### src/rtl/dlx_fetch_unit.sv
// -----------------------------------------------------------------------------
// dlx_fetch_unit
//
// Instruction-fetch stage of the DLX datapath. Owns the program counter,
// issues single outstanding requests to the IRAM, buffers returned words in a
// small FIFO and presents the FIFO head to decode. Taken branches/jumps flush
// the buffer and redirect the PC. An IRAM that never answers is caught by a
// timeout and parks the unit in a sticky HANG state until reset.
//
// Ports:
//   clk, rst          clock, synchronous active-high reset
//   iram_enable       request valid (high only in FETCH)
//   iram_address      byte address of the requested word (= PC)
//   iram_ready        iram_data is valid for iram_address this cycle
//   iram_data         returned instruction word
//   instr_valid       buffer head valid
//   instr, instr_pc   buffer head word and the address it came from
//   decode_ready      decode consumes the head when instr_valid is also high
//   branch_taken      redirect request (highest priority)
//   branch_target     redirect address (low two bits ignored)
//   hang_error        sticky IRAM timeout flag
//   fetch_state       debug state: HANG=0, FETCH=1, FULL=2
//
// Handshakes (both sides): a transfer happens on a rising edge where the
// valid signal (iram_enable / instr_valid) and the ready signal (iram_ready /
// decode_ready) are both high. While valid is high and ready is low, the
// producer holds its payload (address or head word/pc) stable; only a
// redirect may change it.
// -----------------------------------------------------------------------------
module dlx_fetch_unit #(
  parameter int NUMBIT            = 32,
  parameter int IRAM_WORD_SIZE    = 32,
  parameter int IRAM_ADDRESS_SIZE = 32,
  parameter int BUF_DEPTH         = 2,
  parameter logic [NUMBIT-1:0] RESET_PC = '0,
  parameter int TIMEOUT_CYCLES    = 16
) (
  input  logic                         clk,
  input  logic                         rst,
  output logic                         iram_enable,
  output logic [IRAM_ADDRESS_SIZE-1:0] iram_address,
  input  logic                         iram_ready,
  input  logic [IRAM_WORD_SIZE-1:0]    iram_data,
  output logic                         instr_valid,
  output logic [IRAM_WORD_SIZE-1:0]    instr,
  output logic [NUMBIT-1:0]            instr_pc,
  input  logic                         decode_ready,
  input  logic                         branch_taken,
  input  logic [NUMBIT-1:0]            branch_target,
  output logic                         hang_error,
  output logic [1:0]                   fetch_state
);

  localparam int PTR_W = (BUF_DEPTH > 1) ? $clog2(BUF_DEPTH) : 1;
  localparam int CNT_W = $clog2(BUF_DEPTH + 1);
  localparam int TMO_W = $clog2(TIMEOUT_CYCLES + 1);

  localparam logic [CNT_W-1:0] CNT_ONE  = CNT_W'(1);
  localparam logic [CNT_W-1:0] CNT_FULL = CNT_W'(BUF_DEPTH);
  localparam logic [TMO_W-1:0] TMO_ONE  = TMO_W'(1);
  localparam logic [TMO_W-1:0] TMO_MAX  = TMO_W'(TIMEOUT_CYCLES);
  localparam logic [PTR_W-1:0] PTR_ONE  = PTR_W'(1);
  localparam logic [NUMBIT-1:0] PC_STEP = NUMBIT'(4);

  typedef enum logic [1:0] {
    S_HANG  = 2'd0,
    S_FETCH = 2'd1,
    S_FULL  = 2'd2
  } state_t;

  state_t state, state_n;

  logic [NUMBIT-1:0] pc, pc_n;
  logic [TMO_W-1:0]  tmo, tmo_n;
  logic [CNT_W-1:0]  count, count_n;
  logic [PTR_W-1:0]  rd_ptr, wr_ptr;

  logic [IRAM_WORD_SIZE-1:0] buf_instr [BUF_DEPTH];
  logic [NUMBIT-1:0]         buf_pc    [BUF_DEPTH];

  logic redirect;
  logic push;
  logic pop;

  // Low address bits are forced to zero on redirect; they carry no information.
  logic unused_target_bits;
  assign unused_target_bits = ^branch_target[1:0];

  assign iram_enable  = (state == S_FETCH);
  assign iram_address = IRAM_ADDRESS_SIZE'(pc);
  assign instr_valid  = (count != '0) && (state != S_HANG);
  assign instr        = buf_instr[rd_ptr];
  assign instr_pc     = buf_pc[rd_ptr];
  assign hang_error   = (state == S_HANG);
  assign fetch_state  = state;

  // HANG is only left through reset, so a redirect there is ignored entirely.
  assign redirect = branch_taken && (state != S_HANG);
  // A word arriving together with a redirect belongs to the old stream.
  assign push     = iram_enable && iram_ready && !redirect;
  assign pop      = instr_valid && decode_ready && !redirect;

  always_comb begin
    state_n = state;
    pc_n    = pc;
    tmo_n   = tmo;
    count_n = count;

    if (redirect) begin
      pc_n    = {branch_target[NUMBIT-1:2], 2'b00};
      tmo_n   = '0;
      count_n = '0;
    end else begin
      if (push) begin
        pc_n = pc + PC_STEP;
      end
      if (iram_enable) begin
        if (iram_ready) begin
          tmo_n = '0;
        end else if (tmo < TMO_MAX) begin
          tmo_n = tmo + TMO_ONE;
        end
      end
      if (push && !pop) begin
        count_n = count + CNT_ONE;
      end else if (pop && !push) begin
        count_n = count - CNT_ONE;
      end
    end

    case (state)
      S_FETCH: begin
        if (redirect) begin
          state_n = S_FETCH;
        end else if (tmo_n == TMO_MAX) begin
          state_n = S_HANG;
        end else if (count_n == CNT_FULL) begin
          state_n = S_FULL;
        end
      end
      S_FULL: begin
        if (redirect || (count_n < CNT_FULL)) begin
          state_n = S_FETCH;
        end
      end
      S_HANG: begin
        state_n = S_HANG;
      end
      default: begin
        state_n = S_FETCH;
      end
    endcase
  end

  always_ff @(posedge clk) begin
    if (rst) begin
      state  <= S_FETCH;
      pc     <= RESET_PC;
      tmo    <= '0;
      count  <= '0;
      rd_ptr <= '0;
      wr_ptr <= '0;
      for (int i = 0; i < BUF_DEPTH; i++) begin
        buf_instr[i] <= '0;
        buf_pc[i]    <= '0;
      end
    end else begin
      state <= state_n;
      pc    <= pc_n;
      tmo   <= tmo_n;
      count <= count_n;
      if (redirect) begin
        rd_ptr <= '0;
        wr_ptr <= '0;
      end else begin
        if (push) begin
          buf_instr[wr_ptr] <= iram_data;
          buf_pc[wr_ptr]    <= pc;
          wr_ptr            <= wr_ptr + PTR_ONE;
        end
        if (pop) begin
          rd_ptr <= rd_ptr + PTR_ONE;
        end
      end
    end
  end

endmodule

### config.mk
export PLATFORM = sky130hd
export DESIGN_NAME = dlx_fetch_unit
export DESIGN_NICKNAME = d
export VERILOG_FILES = /design/src/rtl/dlx_fetch_unit.sv
export SDC_FILE = /design/constraint.sdc
export NUM_CORES = 1
export LEC_CHECK = 0
export CORE_MARGIN = 5
export CORE_UTILIZATION = 32
export CTS_CLUSTER_DIAMETER = 120
export DETAILED_ROUTE_END_ITERATION = 10
export RECOVER_POWER = 50
export SLEW_MARGIN = 10
export SYNTH_ARGS = -nofsm -noshare
export SYNTH_HDL_FRONTEND = slang
export SYNTH_SLANG_ARGS = --single-unit
### constraint.sdc
create_clock -name clk -period 9.8 [get_ports clk]
set_clock_uncertainty 0.05 [all_clocks]
set_input_delay 2.45 -clock clk [delete_from_list [all_inputs] [get_ports clk]]
set_output_delay 2.45 -clock clk [all_outputs]
set_load 0.01 [all_outputs]
; Yosys cells after proc, flatten, opt, wreduce, memory -nomap -nowiden
; Memory sizes are Yosys's and may differ from the RTL's. A register that Yosys moved wholly into a read port is not among the register bits.
; Index checks and enable logic that the tools add are counted.
[word_totals]
reg_bits = 43
ramBits = 128
output_inout_bits = 101
word_cells = 73
n_memories = 2
[mem_list]
columns = memory, words, width, read_ports, rd_clocked_by_memory_dff, write_ports, line_no
row1 = buf_instr, 2, 32, 1, 1, 2, 78  ; logic [IRAM_WORD_SIZE-1:0] buf_instr [BUF_DEPTH];
row2 = buf_pc, 2, 32, 1, 1, 2, 79  ; logic [NUMBIT-1:0] buf_pc [BUF_DEPTH];
[op_classes]
n_addsub = 6
n_lt_le_gt_ge = 2
n_eq_ne = 6
n_mux = 30
n_reduce_logical = 20
[ops]
columns = op, n
row1 = $mux W32, 4
row2 = $reduce_or A32 Y1, 2
row3 = $add A32 B3 Y32 const B, 1
row4 = $mux W5, 4
row5 = $mux W1, 14
row6 = $mux W2, 7
row7 = $logic_and A1 B1 Y1, 8
row8 = $pmux W2 S3, 1
row9 = $reduce_bool A2 Y1, 3
row10 = $add A5 B1 Y5 const B, 1
row11 = $eq A5 B5 Y1 const B, 1
row12 = $lt A5 B5 Y1 const B, 1
row13 = $eq A2 B2 Y1 const B, 2
row14 = $ne A4 B1 Y1 const B, 1
row15 = $logic_not A1 Y1, 3
row16 = $add A1 B1 Y1 const B, 2
row17 = $add A2 B1 Y2 const B, 1
row18 = $eq A2 B1 Y1 const B, 1
row19 = $logic_not A2 Y1, 1
row20 = $lt A2 B2 Y1 const B, 1
row21 = $ne A2 B2 Y1 const B, 1
row22 = $reduce_and A2 Y1, 1
row23 = $reduce_or A2 Y1, 1
row24 = $sub A2 B1 Y2 const B, 1
row25 = $logic_or A1 B1 Y1, 1

; Logic depth before layout (Yosys ltp)
[depth]
depth_word = 14
mapped_depth = 7
ltp_nobuf = 7

; Worst setup path after synthesis
; Ideal clock, no wire load.
[synth_timing]
path_type = input port to flip-flop
start = in branch_taken
end = mem buf_instr[0][0], enable pin
setup_ns = 0.568
arrival_time_ns = 7.356
required_ns = 9.182
setup_slack_ns = 1.826
cell_stages = 4
path_buffers = 2
cell_sequence = nand4bb_1 -> clkbuf_1 -> clkbuf_1 -> o21ai_0
[synth_lines]
columns = item, line_no
row1 = from (decl), 48  ; input logic branch_taken,
row2 = to (decl), 78

==> metrics.csv <==
stage,metric,value,unit
critical_path,CP max-delay cell,o21ai_0,
final_layout,final net count,881,
synth,Post-synth ARST share,0,%
sta,minimum clock period,6.70,ns
critical_path,CP Max Fanout,42,
synth,synth warn,0,
sta,# setup viols final,0,
cts,cts bufs inserted,17,
floorplan,I/O pin count,170,
sta,final hold viol count,0,
cts,worst skew pair latency,0.43,ns
route,final WL,21.9,mm
placed_design,placed cells,1114,
synth,post-synthesis cell count,667,
status,failing checks,"max-capacitance violations, max-slew violations",
floorplan,initial core utilization,32.5,%
grt,initial antenna violation count,1,
grt,global-route wire length before repair,34.0,mm
pwr,Pwr Density,166,mW/mm2
critical_path,CP Capture Type,register,
sta,unrepaired setup endpoints after global routing,false,
floorplan,Core Region,0.0244,mm2
floorplan,Die Wd,167,um
synth,top_reg_cell synth,edfxtp_1,
placed_design,detailed placement HPWL,14.0,mm
cts,TritonCTS Sinks,166,
floorplan,Die Ht,167,um
pwr,power consumption,1.73,mW
final_layout,Final Non-Filler Cells,1147,
pwr,leakage power,3.95,nW
critical_path,startpoint types,primary input,
final_layout,"Area growth, synth to finish",31.2,%
cts,CTS tree,done,
route,wire per inst,19.1,um
critical_path,WP data required,9.80,ns
synth,"Seq/Total Area, Yosys",57.5,%
grt,GRT Total Usage,15.4,%
cts,CTS root buf,clkbuf_16,
placed_design,Port Buffer Count,163,
route,1st-pass router iterations,6,
min_path,Hold Crit Class,reg2reg,
synth,Yosys reg bits,166,
synth,synth unique cells,63,
cts,Hold Buf Count CTS,0,
critical_path,kind of critical path,in2reg,
grt,vias in the first global route,5789,
final_layout,Finished Cell Area,0.0104,mm2
critical_path,"Critical Path, Cell by Cell",dlygate4sd3_1 > nand4bb_1 > o21ai_0 > buf_4,
floorplan,row cnt,57,
route,number of remaining DRC errors,0,
pwr,VDD IR-drop max,0.0949,mV
status,status,finished with violations,
synth,Syn Area/Cell,11.9,um2
cts,clock slew seen by the registers of the worst setup and hold paths,0.07,ns
floorplan,die area,0.0280,mm2
cts,maximum root-to-sink buffer count,2,
grt,largest net degree at the start of global routing,63,
sta,Least-Margin Pin Slew,3.16,ns
critical_path,CP arrival,6.70,ns
final_layout,most frequent cells in the layout,"clkdlybuf4s50_1, edfxtp_1, and3_1",
sta,fin crit share,68.4,%
cts,# H-tree levels,4,
placed_design,gpl congestion,0.787,
synth,main area contributors after synthesis,"edfxtp_1, dfxtp_1, mux2_2",
route,DR vias,5898,
synth,leading area contributor after synthesis,edfxtp_1,
synth,share of Yosys cell area claimed by the top area cell type,46.9,%
final_layout,layout cell share with drive strength beyond 1,13.0,%
sta,Fin Hold WS,0.477,ns
synth,synthesized area,0.00793,mm2
grt,GR Overflow Total,0,
sta,Max Clk Rate,0.149,GHz
sta,setup TNS,0,ns
critical_path,"slowest stage delay, CP",2.37,ns
route,DR iter-0 viols,417,
cts,post-cts sizing count,0,
route,Vias/cell,5.14,
final_layout,"commonest non-fill, non-tap cell in the layout",clkdlybuf4s50_1,
run,max_cap viols,5,
sta,relative slew slack,-113,%
route,post-route ant nets,0,
sta,pins over their slew limit,185,
final_layout,# fillers,2345,
cts,post-CTS setup buffer count,0,
placed_design,Placed Area,0.00985,mm2
synth,number of enable flip-flop cells after synthesis,124,
-- power breakdown --
part / switching (mW) / leakage (nW) / internal [mW]
clock: 0.288 / 0.291 / 0.412
combinational: 0.102 / 2.01 / 0.105
sequential: 0.0308 / 1.64 / 0.795
-- cells in the mapped netlist, types with 6 or more instances --
master,number
and3_1,65
dfxtp_1,42
inv_1,7
mux2_2,64
nor4_1,6
nor3_1,9
xor2_1,6
nor2_1,37
a21oi_1,12
a22oi_1,13
o21ai_0,16
clkbuf_1,39
nand2_1,31
nand3_1,11
nand4_1,14
a31oi_1,7
and2_1,64
xnor2_1,10
edfxtp_1,124
-- sequential cells by signal, indices dropped and copies added (netlist names), named ones only --
register	flops
rd_ptr	1
fetch_state	2
count	2
buf_instr	64
tmo	5
buf_pc	60
wr_ptr	1
iram_address	30
-- through the flow --
stage               util [%]  setup WS (ns)
finish                  42.7           3.10
global route            42.7           2.68
global placement        40.4           4.34
detailed placement      40.4           4.30
floorplan                  -           1.83
CTS                     42.9           4.74
-- routing by layer --
layer	up-vias	global-route usage [%]	part of all wire, %
met5	-	0	0
met4	0	5.12	2.2
met3	26	3.21	5.4
met2	171	24.0	46
met1	2920	21.4	46
li1	2781	-	-
-- worst max-delay path, delay by kind of cell --
family          cells  cell delay [ns]
simple gates        1             0.30
compound gates      1             2.37
buf+inv             2             1.52
-- logic make-up (layout without fill, tap and decap cells) --
| group | Yosys count | in the layout | synth area share, % |
|---|---|---|---|
| xor+xnor | 16 | 16 | 1.77 |
| other cells | 1 | 5 | 0.0473 |
| mux | 65 | 65 | 9.21 |
| simple gates | 266 | 266 | 19.7 |
| buf+inv | 59 | 211 | 3.28 |
| fa+ha+maj | 3 | 3 | 0.473 |
| flops | 166 | 166 | 57.5 |
| compound gates | 91 | 91 | 8.00 |
-- worst paths after layout --
check,start,end,slack (ns),cells after the start
worst max-delay path,branch_taken,buf_pc[0][27]$_SDFFCE_PN0P_,3.10,4
worst min-delay path,rd_ptr$_SDFFE_PP0P_,register,0.48,2
worst max register to register,fetch_state[0]$_SDFFE_PP1P_,buf_pc[0][27]$_SDFFCE_PN0P_,5.35,3
worst min register to register,rd_ptr$_SDFFE_PP0P_,register,0.48,2
-- layout make-up --
class	instances	area (um2)	area share (%)
repair buffers	171	1680	16.1
well taps	324	405	3.89
flip-flops and latches	166	4570	43.9
multi-input cells	445	3110	29.9
clock buffers	19	443	4.26
clock inverters	13	170	1.63
inverters	8	30.0	0.288
diodes	1	2.50	0.0240
No activity file was read; power rests on OpenSTA's default activity.
